File: src/rtl/btn_pkg.sv
`default_nettype none
// ============================================================================
//  Module      : btn_pkg
//  Description : Shared types and default constants for the button
//                conditioner: per-channel state encoding, default parameter
//                values and the counter-width helper.
//  Revision    : 1.0  initial release
// ============================================================================
package btn_pkg;

  typedef enum logic [1:0] {
    RELEASED     = 2'd0,
    PRESS_WAIT   = 2'd1,
    HELD         = 2'd2,
    RELEASE_WAIT = 2'd3
  } btn_state_t;

  localparam int DEF_N_BTN           = 2;
  localparam int DEF_DEBOUNCE_CYCLES = 4;
  localparam int DEF_REPEAT_EN       = 0;
  localparam int DEF_REPEAT_DELAY    = 8;
  localparam int DEF_REPEAT_PERIOD   = 4;

  function automatic int max3(input int a, input int b, input int c);
    int m;
    m = a;
    if (b > m) m = b;
    if (c > m) m = c;
    return m;
  endfunction

  // One width serves both the debounce and the repeat counter.
  function automatic int cnt_width(input int deb, input int rdly, input int rper);
    return $clog2(max3(deb, rdly, rper) + 1);
  endfunction

endpackage
`default_nettype wire

File: src/rtl/btn_channel.sv
`default_nettype none
// ============================================================================
//  Module      : btn_channel
//  Description : One button channel: 2-flop synchroniser, debounce FSM,
//                optional auto-repeat, registered outputs.
//  Ports       : clk, rst      - system clock, synchronous active-high reset
//                i_btn_n       - raw asynchronous active-low button
//                o_level       - debounced level, 1 = pressed
//                o_press       - one-cycle strobe on accepted press / repeat
//                o_release     - one-cycle strobe on accepted release
//  Revision    : 1.0  initial release
// ============================================================================
module btn_channel import btn_pkg::*; #(
  parameter int DEBOUNCE_CYCLES = DEF_DEBOUNCE_CYCLES,
  parameter int REPEAT_EN       = DEF_REPEAT_EN,
  parameter int REPEAT_DELAY    = DEF_REPEAT_DELAY,
  parameter int REPEAT_PERIOD   = DEF_REPEAT_PERIOD
) (
  input  logic clk,
  input  logic rst,
  input  logic i_btn_n,
  output logic o_level,
  output logic o_press,
  output logic o_release
);

  localparam int CNT_W = cnt_width(DEBOUNCE_CYCLES, REPEAT_DELAY, REPEAT_PERIOD);
  localparam logic [CNT_W-1:0] c_deb_last = CNT_W'(DEBOUNCE_CYCLES - 1);

  // Synchroniser (idles at 1 = not pressed)
  logic sync1_q, sync1_d, sync2_q, sync2_d;
  logic w_pressed;

  // FSM, debounce counter and registered outputs
  btn_state_t       state_q, state_d;
  logic [CNT_W-1:0] cnt_q, cnt_d, w_cnt_inc;
  logic             level_q, level_d;
  logic             press_q, press_d;
  logic             release_q, release_d;
  logic             w_fsm_press;
  logic             rpt_fire;

  always_comb begin
    sync1_d = i_btn_n;
    sync2_d = sync1_q;
  end

  assign w_pressed = ~sync2_q;
  assign w_cnt_inc = (cnt_q == {CNT_W{1'b1}}) ? cnt_q : cnt_q + 1'b1;

  always_comb begin
    state_d     = state_q;
    cnt_d       = cnt_q;
    level_d     = level_q;
    w_fsm_press = 1'b0;
    release_d   = 1'b0;
    case (state_q)
      RELEASED: begin
        if (w_pressed) begin
          state_d = PRESS_WAIT;
          cnt_d   = '0;
        end
      end
      PRESS_WAIT: begin
        if (!w_pressed) begin
          state_d = RELEASED;
          cnt_d   = '0;
        end else if (cnt_q == c_deb_last) begin
          state_d     = HELD;
          cnt_d       = '0;
          level_d     = 1'b1;
          w_fsm_press = 1'b1;
        end else begin
          cnt_d = w_cnt_inc;
        end
      end
      HELD: begin
        if (!w_pressed) begin
          state_d = RELEASE_WAIT;
          cnt_d   = '0;
        end
      end
      RELEASE_WAIT: begin
        if (w_pressed) begin
          state_d = HELD;
          cnt_d   = '0;
        end else if (cnt_q == c_deb_last) begin
          state_d   = RELEASED;
          cnt_d     = '0;
          level_d   = 1'b0;
          release_d = 1'b1;
        end else begin
          cnt_d = w_cnt_inc;
        end
      end
      default: begin
        state_d = RELEASED;
        cnt_d   = '0;
      end
    endcase
  end

  // Repeat fires only on cycles where the FSM both is and stays in HELD, so a
  // pending repeat is dropped on the edge that moves to RELEASE_WAIT.
  generate
    if (REPEAT_EN != 0) begin : g_repeat
      localparam logic [CNT_W-1:0] c_rdly_last = CNT_W'(REPEAT_DELAY - 1);
      localparam logic [CNT_W-1:0] c_rper_last = CNT_W'(REPEAT_PERIOD - 1);

      logic [CNT_W-1:0] rpt_cnt_q, rpt_cnt_d, w_rpt_target;
      // 1 while waiting out the initial delay, 0 once in periodic mode
      logic             rpt_first_q, rpt_first_d;

      always_comb begin
        rpt_cnt_d    = rpt_cnt_q;
        rpt_first_d  = rpt_first_q;
        rpt_fire     = 1'b0;
        w_rpt_target = rpt_first_q ? c_rdly_last : c_rper_last;
        if ((state_q == HELD) && (state_d == HELD)) begin
          if (rpt_cnt_q == w_rpt_target) begin
            rpt_fire    = 1'b1;
            rpt_cnt_d   = '0;
            rpt_first_d = 1'b0;
          end else if (rpt_cnt_q != {CNT_W{1'b1}}) begin
            rpt_cnt_d = rpt_cnt_q + 1'b1;
          end
        end else begin
          rpt_cnt_d   = '0;
          rpt_first_d = 1'b1;
        end
      end

      always_ff @(posedge clk) begin
        if (rst) begin
          rpt_cnt_q   <= '0;
          rpt_first_q <= 1'b1;
        end else begin
          rpt_cnt_q   <= rpt_cnt_d;
          rpt_first_q <= rpt_first_d;
        end
      end
    end else begin : g_no_repeat
      assign rpt_fire = 1'b0;
    end
  endgenerate

  assign press_d = w_fsm_press | rpt_fire;

  always_ff @(posedge clk) begin
    if (rst) begin
      sync1_q   <= 1'b1;
      sync2_q   <= 1'b1;
      state_q   <= RELEASED;
      cnt_q     <= '0;
      level_q   <= 1'b0;
      press_q   <= 1'b0;
      release_q <= 1'b0;
    end else begin
      sync1_q   <= sync1_d;
      sync2_q   <= sync2_d;
      state_q   <= state_d;
      cnt_q     <= cnt_d;
      level_q   <= level_d;
      press_q   <= press_d;
      release_q <= release_d;
    end
  end

  assign o_level   = level_q;
  assign o_press   = press_q;
  assign o_release = release_q;

endmodule
`default_nettype wire

File: src/rtl/button_conditioner.sv
`default_nettype none
// ============================================================================
//  Module      : button_conditioner
//  Description : N_BTN independent button conditioning channels (synchronise,
//                debounce, optional auto-repeat) with registered outputs.
//  Ports       : Clk           - system clock
//                Reset         - synchronous active-high reset
//                btn_n         - raw active-low buttons, 0 = pressed
//                btn_level     - debounced levels, 1 = pressed
//                press_pulse   - one-cycle strobes on press / auto-repeat
//                release_pulse - one-cycle strobes on release
//  Revision    : 1.0  initial release
// ============================================================================
module button_conditioner import btn_pkg::*; #(
  parameter int N_BTN           = DEF_N_BTN,
  parameter int DEBOUNCE_CYCLES = DEF_DEBOUNCE_CYCLES,
  parameter int REPEAT_EN       = DEF_REPEAT_EN,
  parameter int REPEAT_DELAY    = DEF_REPEAT_DELAY,
  parameter int REPEAT_PERIOD   = DEF_REPEAT_PERIOD
) (
  input  logic             Clk,
  input  logic             Reset,
  input  logic [N_BTN-1:0] btn_n,
  output logic [N_BTN-1:0] btn_level,
  output logic [N_BTN-1:0] press_pulse,
  output logic [N_BTN-1:0] release_pulse
);

  generate
    for (genvar i = 0; i < N_BTN; i++) begin : g_chan
      btn_channel #(
        .DEBOUNCE_CYCLES (DEBOUNCE_CYCLES),
        .REPEAT_EN       (REPEAT_EN),
        .REPEAT_DELAY    (REPEAT_DELAY),
        .REPEAT_PERIOD   (REPEAT_PERIOD)
      ) u_chan (
        .clk       (Clk),
        .rst       (Reset),
        .i_btn_n   (btn_n[i]),
        .o_level   (btn_level[i]),
        .o_press   (press_pulse[i]),
        .o_release (release_pulse[i])
      );
    end
  endgenerate

endmodule
`default_nettype wire

File: config.mk
export PLATFORM = sky130hd
export DESIGN_NAME = button_conditioner
export DESIGN_NICKNAME = d
export VERILOG_FILES = /design/src/rtl/btn_pkg.sv /design/src/rtl/btn_channel.sv /design/src/rtl/button_conditioner.sv
export SDC_FILE = /design/constraint.sdc
export NUM_CORES = 1
export LEC_CHECK = 0
export BUFFER_PORTS_ARGS = -buffer_cell sky130_fd_sc_hd__buf_2
export CAP_MARGIN = 0
export CORE_MARGIN = 1.5
export CORE_UTILIZATION = 55
export CTS_BUF_LIST = sky130_fd_sc_hd__clkbuf_8
export DETAILED_ROUTE_END_ITERATION = 10
export PLACE_DENSITY_LB_ADDON = 0.25
export RECOVER_POWER = 50
export SYNTH_ARGS = -nofsm -noshare
export SYNTH_HDL_FRONTEND = slang
export SYNTH_HIERARCHICAL = 1
export SYNTH_SLANG_ARGS = --single-unit
File: constraint.sdc
create_clock -name Clk -period 3.8 [get_ports Clk]
set_clock_uncertainty 0.15 [all_clocks]
set_input_delay 0.38 -clock Clk [delete_from_list [all_inputs] [get_ports Clk]]
set_output_delay 0.38 -clock Clk [all_outputs]
set_load 0.05 [all_outputs]
==> summary.md <==
| Metric | Value |
|---|---|
| Status | `finished, final reports clean` |
| Total track usage | `16.6%` |
| DRC | `0` |
| Final Setup Violations | `0` |
| PnR Total Power | `0.497 mW` |
| Initial antenna violation count | `0` |
| Num ports | `10` |
| FF-to-FF setup slack | `2.25 ns` |
| CP endpoint kind | `flip-flop` |
| Die width | `46.5 microns` |
| VDD IR max | `0.383 mV` |
| Routed Antenna Nets | `0` |
| Core Area | `0.00175 sq mm` |
| Die height | `46.5 microns` |
| CTS hold repair buffers | `0` |
| Met2 GRT Util | `23.6%` |
| FF+latch count, synth | `22` |
| WS Path Type | `input pin to flip-flop` |
| CTS sink count | `22` |
| Detail Placement HPWL | `1070 microns` |
| Crit-path max FO | `32` |
| Path depth of the worst reg2reg path | `4` |
| Clock Latency Late Sink | `0.26 ns` |
| CTS Buffer Depth | `2` |
| Largest net degree at the start of global routing | `33` |
| Post-DR vias/cell | `5.50` |
| Most common cell after layout, fill and taps aside | `dfxtp_1` |
| Yosys warning count | `6` |
| Met3 Track Usage GR | `5.88%` |
| # Post-CTS Setup Buffers | `0` |
| Setup TNS | `0 ns` |
| WL final | `1630 microns` |
| Max Fclk | `611 MHz` |
| Worst reg2reg endpoint | `g_chan[1].u_chan/o_level$_SDFFE_PP0P_` |
| First-pass GRT wire length | `2540 microns` |
| Initial Util | `59.6%` |
| Vias in the first global route | `597` |
| Mapped Area | `0.00104 sq mm` |
| Commonest cells after routing, fill and taps aside | `dfxtp_1 (22), inv_1 (8), nand2b_1 (8)` |
| Post-Syn Nets | `108` |
| CTS tree | `done` |
| Leakage | `0.422 nW` |
| Sequential element share of the synthesized area | `42.3%` |
| Rows | `15` |
| GR peak layer | `met2` |
| Max_cap viols | `0` |
| Hold crit path type | `input pin to flip-flop` |
| Layout cells sized above 1 | `22.5%` |
| Worst Max-Slew Pin Slew | `1.21 ns` |
| RSZ-0062 raised after global routing | `no` |
| Crit path DAT | `1.58 ns` |
| DIE AREA | `0.00216 sq mm` |
| # port buffers | `9` |
| CP Launch Type | `input pin` |
| Slew Limit Headroom | `19.6%` |
| DR iter-0 viols | `4` |
| Reg2reg start | `g_chan[1].u_chan/cnt_q[0]$_SDFFE_PP0P_` |
| RD Place Congestion | `0.776` |
| Root buf cell | `clkbuf_8` |
| H-tree depth | `1` |
| Grt total ovfl | `0` |
| Layout Nets | `118` |
| Num CTS Buffers | `3` |
| Antenna cell count | `0` |
| Worst EP required | `3.75 ns` |
| Pwr/cell area | `427 mW/mm^2` |
| Post-synthesis cell type count | `29` |
| Reg clk slew, reported paths | `0.08 ns` |
| Hold_sp | `btn_n[0]` |
| Mean Syn Cell Area | `10.2 sq um` |
| Layout Area Growth over Synthesis | `11.8%` |
| # resized after CTS | `0` |
| Hold Fails Final Rpt | `0` |
| Hold Path Depth | `2` |
| Iteration count of the initial detailed-routing pass | `4` |
| Max-slew violations | `0` |
| Wire per inst | `12.0 microns` |
| Via count | `748` |
| Grt met1 use | `23.3%` |
| Crit path time final | `1.64 ns` |
| Post-synthesis instance total | `102` |
| Hold EP | `g_chan[0].u_chan/sync1_q$_SDFF_PP1_` |
| Tcrit/Tclk final | `43.1%` |
==> worst max-delay path: stages <==
cell and delay [ns]:
clkbuf_1 0.86, nor3b_1 0.10, nand3_1 0.13, o221ai_1 0.11
==> layer usage <==
metal | wire [microns] | vias to the layer above
li1 | - | 394
met5 | 0 | -
met2 | 709 | 8
met4 | 10 | 0
met3 | 35 | 2
met1 | 874 | 344
==> flip-flops by register name, indices dropped and copies added, names as in the netlist, named ones only <==
signal,count
g_chan.u_chan/sync2_q,2
g_chan.u_chan/state_q,2
g_chan.u_chan/o_release,2
g_chan.u_chan/sync1_q,2
g_chan.u_chan/o_press,2
g_chan.u_chan/cnt_q,8
g_chan.u_chan/o_level,2
==> how the worst max path moves through the flow <==
stage / start / endpoint / slack [ns] / depth (start not counted)
detailed placement: flip-flop / g_chan[0].u_chan/cnt_q[3]$_SDFFE_PP0P_ / 2.25 / 3
global route: Reset / g_chan[0].u_chan/cnt_q[2]$_SDFFE_PP0P_ / 1.99 / 4
global placement: flip-flop / g_chan[1].u_chan/cnt_q[3]$_SDFFE_PP0P_ / 2.28 / 3
CTS: flip-flop / g_chan[0].u_chan/cnt_q[3]$_SDFFE_PP0P_ / 2.23 / 3
floorplan: flip-flop / g_chan[0].u_chan/cnt_q[3]$_SDFFE_PP0P_ / 2.40 / 3
finish: Reset / g_chan[1].u_chan/cnt_q[2]$_SDFFE_PP0P_ / 2.16 / 4
==> area by class of cell <==
cell class,count,area [sq um]
Fill cell,166,582
Multi-Input combinational cell,68,553
Sequential cell,22,440
Clock buffer,3,41.3
Timing Repair Buffer,9,37.5
Tap cell,25,31.3
Clock inverter,1,30.0
Inverter,8,30.0
==> synth_stat cells <==
library cell | n | area (sq um)
dfxtp_1 | 22 | 440
inv_1 | 8 | 30.0
nand2b_1 | 8 | 50.1
or2_2 | 6 | 37.5
a21oi_1 | 4 | 20.0
nand3_1 | 4 | 20.0
nand4_1 | 4 | 25.0
nor3b_1 | 4 | 30.0
a2111oi_2 | 2 | 30.0
a31oi_1 | 2 | 12.5
and2_1 | 2 | 12.5
and4b_1 | 2 | 20.0
and4bb_2 | 2 | 25.0
buf_2 | 2 | 10.0
clkbuf_1 | 2 | 7.51
ha_1 | 2 | 25.0
mux2_4 | 2 | 30.0
nor2_1 | 2 | 7.51
nor3_1 | 2 | 10.0
nor4b_1 | 2 | 17.5
o211ai_1 | 2 | 15.0
o221ai_1 | 2 | 17.5
o22ai_1 | 2 | 12.5
o311ai_1 | 2 | 17.5
o32ai_1 | 2 | 17.5
o32ai_2 | 2 | 32.5
or2_4 | 2 | 17.5
xnor2_2 | 2 | 32.5
xor2_1 | 2 | 17.5
==> report_power, final <==
| part | total [mW] | switching, mW | internal [mW] |
|---|---|---|---|
| sequential | 0.242 | 0.00554 | 0.237 |
| clock | 0.216 | 0.0750 | 0.141 |
| combinational | 0.0396 | 0.0254 | 0.0143 |
==> logic make-up (layout without fill, tap and decap cells) <==
logic type	Yosys count	count (layout)	share of synthesized area (%)
xor+xnor	4	4	4.81
buf+inv	12	21	4.57
fa+ha+maj	2	2	2.40
compound gates	20	20	16.8
flops	22	22	42.3
simple gates	40	40	26.2
mux	2	2	2.88
==> per-stage QoR <==
| stage | instance area [sq um] | instances | hold slack [ns] | worst slack, ns | utilization [%] |
|---|---|---|---|---|---|
| after floorplan | 1040 | 102 | 0.239 | 2.40 | - |
| after global placement | 1100 | 132 | 0.242 | 2.28 | 63.0 |
| after detailed placement | 1100 | 132 | 0.248 | 2.25 | 63.0 |
| after CTS | 1170 | 136 | 0.141 | 2.23 | 67.1 |
| after global routing | 1160 | 136 | 0.136 | 1.99 | 66.7 |
| final | 1160 | 136 | 0.150 | 2.16 | 66.7 |
(Power assumes the default switching activity.)
